==> src/rtl/eth_mdio_pkg.sv <==
// =============================================================================
// Module   : eth_mdio_pkg
// Brief    : Clause-22 MDIO frame constants, state encoding and field decode.
//            ETH_MDIO_PREAMBLE_SUPPRESS_EN drops the 32-bit preamble.
// Revision : 1.0 - initial release
// =============================================================================
`default_nettype none

package eth_mdio_pkg;

    typedef enum logic [3:0] {
        IDLE  = 4'd0,
        PRE   = 4'd1,
        ST    = 4'd2,
        OP    = 4'd3,
        PHYAD = 4'd4,
        REGAD = 4'd5,
        TA    = 4'd6,
        DATA  = 4'd7,
        DONE  = 4'd8
    } mdio_state_t;

    localparam logic [1:0] OP_WRITE = 2'b01;
    localparam logic [1:0] OP_READ  = 2'b10;
    localparam logic [1:0] ST_CODE  = 2'b01;
    localparam int         PRE_BITS = 32;

`ifdef ETH_MDIO_PREAMBLE_SUPPRESS_EN
    localparam int PRE_LEN = 0;
`else
    localparam int PRE_LEN = PRE_BITS;
`endif

    localparam int NBITS    = PRE_LEN + 32;
    localparam int PRE_SKIP = PRE_BITS - PRE_LEN;

    // Position 47 of a full-length frame is the second turnaround bit.
    localparam logic [6:0] TA2_POS = 7'd47;

    function automatic mdio_state_t field_state(input logic [6:0] bit_idx);
        logic [6:0]  pos;
        mdio_state_t st;
        pos = bit_idx + 7'(PRE_SKIP);
        if (pos < 7'd32)      st = PRE;
        else if (pos < 7'd34) st = ST;
        else if (pos < 7'd36) st = OP;
        else if (pos < 7'd41) st = PHYAD;
        else if (pos < 7'd46) st = REGAD;
        else if (pos < 7'd48) st = TA;
        else                  st = DATA;
        return st;
    endfunction

endpackage

`default_nettype wire

==> src/rtl/eth_mdio_clkgen.sv <==
// =============================================================================
// Module   : eth_mdio_clkgen
// Brief    : MDC generator: CLK_DIV cycles low then CLK_DIV high per bit, with
//            strobes on the last cycle of each half.
// Revision : 1.0 - initial release
// =============================================================================
`default_nettype none

module eth_mdio_clkgen #(
    parameter int CLK_DIV = 50
) (
    input  logic msoc_clk,
    input  logic rst_int_n,
    input  logic i_run,
    output logic o_mdc,
    output logic o_fall_stb,
    output logic o_sample_stb
);

    localparam int DIV_W = (CLK_DIV < 2) ? 1 : $clog2(CLK_DIV);
    localparam logic [DIV_W-1:0] c_div_last = DIV_W'(CLK_DIV - 1);

    logic [DIV_W-1:0] r_div;
    logic             r_mdc;
    logic             w_half_end;

    always_ff @(posedge msoc_clk) begin
        if (!rst_int_n || !i_run) begin
            r_div <= '0;
            r_mdc <= 1'b0;
        end else if (r_div == c_div_last) begin
            r_div <= '0;
            r_mdc <= ~r_mdc;
        end else begin
            r_div <= r_div + DIV_W'(1);
        end
    end

    assign w_half_end   = i_run & (r_div == c_div_last);
    assign o_mdc        = r_mdc;
    assign o_fall_stb   = w_half_end & r_mdc;
    assign o_sample_stb = w_half_end & ~r_mdc;

endmodule

`default_nettype wire

==> src/rtl/eth_mdio_master.sv <==
// =============================================================================
// Module   : eth_mdio_master
// Brief    : Clause-22 MDIO management master, one request/response per frame.
//            Define ETH_MDIO_PREAMBLE_SUPPRESS_EN to omit the preamble.
// Revision : 1.0 - initial release
// =============================================================================
`default_nettype none

module eth_mdio_master
    import eth_mdio_pkg::*;
#(
    parameter int CLK_DIV = 50
) (
    input  logic        msoc_clk,
    input  logic        rst_int_n,
    input  logic        req_valid,
    output logic        req_ready,
    input  logic        req_write,
    input  logic [4:0]  req_phy_addr,
    input  logic [4:0]  req_reg_addr,
    input  logic [15:0] req_wdata,
    output logic        rsp_valid,
    output logic [15:0] rsp_rdata,
    output logic        rsp_err,
    output logic        busy,
    output logic        phy_mdc,
    output logic        phy_mdio_o,
    output logic        phy_mdio_oen,
    input  logic        phy_mdio_i
);

    if (CLK_DIV < 2) begin : g_bad_div
        $error("eth_mdio_master: CLK_DIV must be at least 2");
    end

    mdio_state_t      r_state;
    logic [6:0]       r_bit_cnt;
    logic [NBITS-1:0] r_tx;
    logic [15:0]      r_rx;
    logic             r_write;
    logic             r_ta_err;
    logic             r_mdio_o;
    logic             r_mdio_oen;
    logic             r_rsp_valid;
    logic [15:0]      r_rsp_rdata;
    logic             r_rsp_err;

    logic             w_run;
    logic             w_fall;
    logic             w_sample;
    logic             w_mdc;
    logic [31:0]      w_body;
    logic [NBITS-1:0] w_frame;
    logic [6:0]       w_pos;
    mdio_state_t      w_next_field;

    assign w_run = (r_state != IDLE) && (r_state != DONE);

    eth_mdio_clkgen #(
        .CLK_DIV (CLK_DIV)
    ) u_clkgen (
        .msoc_clk     (msoc_clk),
        .rst_int_n    (rst_int_n),
        .i_run        (w_run),
        .o_mdc        (w_mdc),
        .o_fall_stb   (w_fall),
        .o_sample_stb (w_sample)
    );

    // Read TA/DATA bits are ones so the released line idles high.
    assign w_body = {ST_CODE,
                     req_write ? OP_WRITE : OP_READ,
                     req_phy_addr,
                     req_reg_addr,
                     req_write ? 2'b10 : 2'b11,
                     req_write ? req_wdata : 16'hFFFF};

`ifdef ETH_MDIO_PREAMBLE_SUPPRESS_EN
    assign w_frame = w_body;
`else
    assign w_frame = {{PRE_BITS{1'b1}}, w_body};
`endif

    assign w_pos        = r_bit_cnt + 7'(PRE_SKIP);
    assign w_next_field = field_state(r_bit_cnt + 7'd1);

    always_ff @(posedge msoc_clk) begin
        if (!rst_int_n) begin
            r_state     <= IDLE;
            r_bit_cnt   <= '0;
            r_tx        <= '0;
            r_rx        <= '0;
            r_write     <= 1'b0;
            r_ta_err    <= 1'b0;
            r_mdio_o    <= 1'b1;
            r_mdio_oen  <= 1'b0;
            r_rsp_valid <= 1'b0;
            r_rsp_rdata <= '0;
            r_rsp_err   <= 1'b0;
        end else begin
            r_rsp_valid <= 1'b0;
            case (r_state)
                IDLE: begin
                    if (req_valid) begin
                        r_state    <= field_state(7'd0);
                        r_bit_cnt  <= '0;
                        r_tx       <= w_frame;
                        r_write    <= req_write;
                        r_rx       <= '0;
                        r_ta_err   <= 1'b0;
                        r_mdio_o   <= w_frame[NBITS-1];
                        r_mdio_oen <= 1'b1;
                    end
                end
                DONE: begin
                    r_state     <= IDLE;
                    r_rsp_valid <= 1'b1;
                    r_rsp_rdata <= r_write ? 16'h0000 : r_rx;
                    r_rsp_err   <= ~r_write & r_ta_err;
                end
                default: begin
                    if (w_sample) begin
                        if (r_state == TA && w_pos == TA2_POS && phy_mdio_i)
                            r_ta_err <= 1'b1;
                        if (r_state == DATA)
                            r_rx <= {r_rx[14:0], phy_mdio_i};
                    end
                    if (w_fall) begin
                        if (r_bit_cnt == 7'(NBITS - 1)) begin
                            r_state    <= DONE;
                            r_mdio_o   <= 1'b1;
                            r_mdio_oen <= 1'b0;
                        end else begin
                            r_state    <= w_next_field;
                            r_bit_cnt  <= r_bit_cnt + 7'd1;
                            r_tx       <= {r_tx[NBITS-2:0], 1'b0};
                            r_mdio_o   <= r_tx[NBITS-2];
                            r_mdio_oen <= r_write | ~((w_next_field == TA) || (w_next_field == DATA));
                        end
                    end
                end
            endcase
        end
    end

    assign req_ready    = (r_state == IDLE);
    assign busy         = ~req_ready;
    assign rsp_valid    = r_rsp_valid;
    assign rsp_rdata    = r_rsp_rdata;
    assign rsp_err      = r_rsp_err;
    assign phy_mdc      = w_mdc;
    assign phy_mdio_o   = r_mdio_o;
    assign phy_mdio_oen = r_mdio_oen;

endmodule

`default_nettype wire

==> config.mk <==
export PLATFORM = sky130hd
export DESIGN_NAME = eth_mdio_master
export DESIGN_NICKNAME = d
export VERILOG_FILES = /design/src/rtl/eth_mdio_pkg.sv /design/src/rtl/eth_mdio_clkgen.sv /design/src/rtl/eth_mdio_master.sv
export SDC_FILE = /design/constraint.sdc
export NUM_CORES = 1
export LEC_CHECK = 0
export ABC_CLOCK_PERIOD_IN_PS = 2800
export BUFFER_PORTS_ARGS = -buffer_cell sky130_fd_sc_hd__buf_4
export CAP_MARGIN = 30
export CELL_PAD_IN_SITES_DETAIL_PLACEMENT = 0
export CELL_PAD_IN_SITES_GLOBAL_PLACEMENT = 1
export CORE_ASPECT_RATIO = 1.75
export CORE_MARGIN = 8
export CORE_UTILIZATION = 45
export CTS_BUF_LIST = sky130_fd_sc_hd__clkbuf_8
export CTS_CLUSTER_DIAMETER = 80
export DETAILED_ROUTE_END_ITERATION = 6
export PLACE_DENSITY_LB_ADDON = 0.1
export SETUP_SLACK_MARGIN = 0.5
export SKIP_LAST_GASP = 1
export SLEW_MARGIN = 15
export SYNTH_ARGS = -nofsm -noshare
export SYNTH_HDL_FRONTEND = slang
export SYNTH_SLANG_ARGS = --single-unit
==> constraint.sdc <==
create_clock -name msoc_clk -period 2.8 [get_ports msoc_clk]
set_input_delay 0.56 -clock msoc_clk [delete_from_list [all_inputs] [get_ports msoc_clk]]
set_output_delay 0.56 -clock msoc_clk [all_outputs]
set_load 0.05 [all_outputs]
### Yosys cells after proc, flatten, opt, wreduce, memory -nomap -nowiden

Index checks and enable logic that the tools add are counted.

| cells by class | value |
|---|---|
| bitwise logic cells | 10 |
| $lt $le $gt $ge | 6 |
| equal/unequal tests | 11 |
| reductions and logical operators | 21 |
| mux-type cells | 38 |
| add/sub/neg operators | 2 |

Operator list:

| cell | count |
|---|---|
| $mux W63 | 3 |
| $pmux W63 S2 | 1 |
| $mux W16 | 5 |
| $lt A7 B6 Y1 const B | 6 |
| $pmux W16 S2 | 1 |
| $mux W7 | 3 |
| $eq A4 B3 Y1 const B | 4 |
| $eq A7 B6 Y1 const B | 2 |
| $pmux W7 S2 | 1 |
| $mux W4 | 3 |
| $reduce_and A4 Y1 | 3 |
| $mux W1 | 11 |
| $mux W3 | 3 |
| $pmux W4 S2 | 1 |
| $reduce_bool A2 Y1 | 4 |
| $add A7 B1 Y7 const B | 1 |
| $add A6 B1 Y6 const B | 1 |
| $eq A6 B6 Y1 const B | 1 |
| $mux W2 | 3 |
| $pmux W1 S2 | 3 |
| $not A1 Y1 | 5 |
| $and A1 B1 Y1 | 4 |
| $eq A4 B4 Y1 const B | 1 |
| $logic_not A4 Y1 | 1 |
| other kinds (11) | 17 |

| word-level totals | value |
|---|---|
| bits of input ports | 31 |
| flip-flop bits (word level) | 119 |
| word-level logic and storage cells | 101 |
| output and inout port bits | 23 |

### Logic depth before layout (Yosys ltp)

| logic depth | value |
|---|---|
| depth in word-level cells | 15 |
| depth in mapped cells | 9 |
| mapped depth without buffers | 7 |

### Hierarchy

From an unflattened synthesis, not the netlist that was laid out.

| unflattened totals | value |
|---|---|
| cells, all modules | 497 |
| area total of the unflattened synthesis | 4892.2 um^2 |

Modules (own cells, without submodules):

| module | sequential area each (um^2) | cells an instance | area each (um^2) | instances |
|---|---|---|---|---|
| eth_mdio_master | 2242.2 | 464 | 4580.6 | 1 |
| eth_mdio_clkgen | 140.1 | 33 | 311.5 | 1 |

### Least setup slack after synthesis

OpenSTA, ideal clock, no wires.

| timing path | value |
|---|---|
| path kind | register to output |
| from | register r_state[0] |
| to | output req_ready |
| cell stages (with the launch flop) | 4 |
| arrival | 1481 ps |
| path slack | 759 ps |
| path buffers | 2 |
| path through | dfxtp_1 nor4_1 buf_2 buf_1 |

| between the ends | value |
|---|---|
| cells in the longest elaborated chain, start to end | 1 |

Ends and longest elaborated chain:

| what | line | RTL |
|---|---|---|
| start, declared | eth_mdio_master.sv:36 | `mdio_state_t r_state;` |
| start signal, assigned | eth_mdio_master.sv:105 | `r_state <= field_state(7'd0);` |
| start signal, assigned | eth_mdio_master.sv:134 | `r_state <= w_next_field;` |
| $logic_not A4 Y1 | eth_mdio_master.sv:146 | `assign req_ready = (r_state == IDLE);` |
| end, declared | eth_mdio_master.sv:17 | `output logic req_ready,` |

Every way passes these cells.

### Worst setup path in the final report

| timing path | value |
|---|---|
| from | register r_state[0] |
| to | output busy |

| between the ends | value |
|---|---|
| cells in the longest elaborated chain, start to end | 2 |

Ends and longest elaborated chain:

| what | line | RTL |
|---|---|---|
| $logic_not A4 Y1 | eth_mdio_master.sv:146 |  |
| $not A1 Y1 | eth_mdio_master.sv:147 | `assign busy = ~req_ready;` |
| end, declared | eth_mdio_master.sv:25 | `output logic busy,` |

Every way passes these cells.

==> results.yml <==
place:
  port-buffer-count: 53
  dp_hpwl_mm: 7.153
  place.gp.congestion: 0.8827
  pre_cts_ws_ns: 0.5834
sta:
  finalMaxSlewViolations: 0
  fin_crit_ns: 2.179
  setup_viol: 0
  slew_headroom: 0.5979
  finClkSkew_ns: 0.008715
  rsz0062_at_grt: "true"
  worst_slack_ns: 0.6211
  finalCritPeriodShare: 0.7782
  worst_pin_slew_ns: 0.6014
  tns_ns: 0
  hold_viol_final: 0
  fmax_ghz: 0.4589
synth:
  synth_flop_cell: "dfxtp_1"
  seq_area_frac_synth: 0.4970
  synth-edff-count: 0
  avgSynthCellArea_um2: 9.548
  ys_warn_count: 0
  synth-async-reset-ratio: 0
  ys_seq_elements: 119
  syn_inst: 502
  synth_nets: 536
  syn_area_um2: 4793
  synth.distinct_cells: 51
job:
  cap_violations: 0
routing:
  drc_errors: 0
  routed_wl_mm: 10.58
  firstDrtPassIters: 5
  vias_per_cell: 5.618
  via_count: 3888
  ant_nets: 0
  wl_per_cell_um: 15.28
  drtIter0Drc: 169
die:
  die_h_um: 152.5
  ioPinCount: 54
  die_w_um: 94.02
  fp.dieArea_um2: 14340
  coreArea_um2: 10510
  rows: 50
  floorplan.initialDensity: 0.4561
layout:
  insertedDiodeCount: 0
  finalNetCount: 583
  area_growth_pct: 20.49
  drive_above_1_share: 0.2829
power:
  power.leakage_nw: 2.228
  power_mw: 3.749
  max-vdd-ir-drop_uv: 355.9
  p_per_area_nw_per_um2: 649.1
global_route:
  grt_overflow: 0
  antenna_found_initial: 0
  grt_max_degree: 74
  grt_first_pass_wirelength_mm: 17.86
  grt_pass1_vias: 3903
  grt_use_total: 0.1530
hold_path:
  hold_path_class: "input pin to flip-flop"
clocking:
  cts_root_buf: "clkbuf_8"
  cts.sinks: 119
  cts_made_buffers: 17
  cts_hold_buf: 0
  clk-insertion-delay-late_ns: 0.42
  htreeDepth: 4
  clkTransAtPathRegs_ns: 0.07
  cts_tree: "yes"
  clockBufferDepth: 2
worst_setup_path:
  endpoint_kind: "primary output"
  worstPathArrival_ns: 1.62
  criticalPathCategory: "flip-flop to primary output"
  critPathLaunchType: "flip-flop"
  worstPathRequired_ns: 2.24
  crit_fanout: 7
outcome:
  status: "finished clean"
cells in the final DEF (no fill, tap or decap), types with 5 or more instances in the layout:
master | Yosys | layout
a22o_1 | 17 | 17
o211ai_1 | 15 | 15
nand2_1 | 66 | 66
dfxtp_1 | 119 | 118
clkbuf_8 | 0 | 17
xnor2_1 | 6 | 6
a21oi_1 | 42 | 42
clkinv_4 | 0 | 5
a311oi_2 | 9 | 9
o221a_2 | 33 | 33
and3_1 | 7 | 7
nand3b_1 | 16 | 16
nand3_1 | 24 | 23
buf_4 | 3 | 70
nor3_1 | 9 | 9
nor2_1 | 35 | 35
per-stage QoR:
stage	utilization	hold WS, ns	cells	instance area, um2
after floorplan	-	0.4295	502	4793
after global placement	0.5005	0.4420	650	5260
after detailed placement	0.5005	0.4459	650	5260
after CTS	0.5435	0.3708	685	5712
after global routing	0.5495	0.3773	692	5776
final	0.5495	0.4101	692	5776
per-layer routing:
layer  vias up  wire, um  GRT usage
met2        80      5363     0.2591
met5         -         0          0
met3        16       493    0.05081
met1      1850      4537     0.1662
li1       1942         -          -
met4         0       181    0.06692
synth_stat cells, drive strengths merged (3+ instances only):
master / instances / area [um2]
nand2: 67 / 254.0
clkbuf: 23 / 86.33
ha: 3 / 37.54
a311oi: 12 / 161.4
o211ai: 15 / 112.6
o21ai: 5 / 36.29
a22oi: 3 / 22.52
and4b: 3 / 33.78
o221a: 33 / 371.6
buf: 24 / 128.9
nand3: 24 / 120.1
inv: 3 / 11.26
a22o: 17 / 148.9
a21oi: 43 / 226.5
or2: 3 / 18.77
xnor2: 6 / 52.55
nor2: 35 / 131.4
dfxtp: 119 / 2382
and3: 7 / 43.79
a31oi: 3 / 18.77
nor3: 9 / 45.04
xor2: 3 / 26.28
nand3b: 16 / 120.1
logic make-up after synthesis:
family | Yosys count | share of synthesized area
AO/OA/AOI/OAI | 140 | 0.2448
XOR/XNOR | 9 | 0.01645
adder cells (fa/ha/maj) | 3 | 0.007832
buffers and inverters | 50 | 0.04724
flip-flops | 119 | 0.4970
multiplexers | 1 | 0.002088
AND/OR/NAND/NOR | 180 | 0.1846
state kept, by name (all words and copies together), names as in the netlist:
name / cells
u_clkgen.r_div: 6
r_state: 4
rsp_rdata: 16
r_bit_cnt: 7
r_ta_err: 1
u_clkgen.o_mdc: 1
phy_mdio_oen: 1
rsp_err: 1
r_rx: 16
phy_mdio_o: 1
r_tx: 63
r_write: 1
rsp_valid: 1
cell type report:
| class | count | area (um2) |
|---|---|---|
| fill | 983 | 4735 |
| sequential | 119 | 2384 |
| multi-input combinational | 333 | 2210 |
| timing repair buffer | 75 | 593.1 |
| clock buffer | 17 | 234.0 |
| clock inverter | 15 | 181.4 |
| tap | 130 | 162.7 |
| inverter | 3 | 11.26 |
critical path, cell delays in order (launching register included):
cell	delay, ns
dfxtp_2	0.37
nor4_4	0.42
buf_6	0.18
inv_1	0.05
buf_4	0.18
power breakdown:
group	switching (mW)	leakage [nW]	internal, mW
logic	0.175	1.05	0.157
registers	0.0473	0.975	1.77
clock network	0.713	0.200	0.883
final timing paths:
| path | start | slack (ns) | depth (start not counted) | to |
|---|---|---|---|---|
| max reg2reg | r_bit_cnt[0] | 0.63 | 7 | r_tx[1] |
| min | phy_mdio_i | 0.41 | 3 | r_rx[0] |
| max | r_state[0] | 0.62 | 4 | busy |
| min reg2reg | r_tx[3] | 0.46 | 2 | r_tx[3] |
what timing repair did:
action                                  CTS  global route
pin swaps                                 1             2
gates resized for setup                   3             3
buffers inserted                          2             7
cloned                                    1             0
endpoints found under the setup margin    2            43
Note: power is estimated with default switching activity, not from simulation.
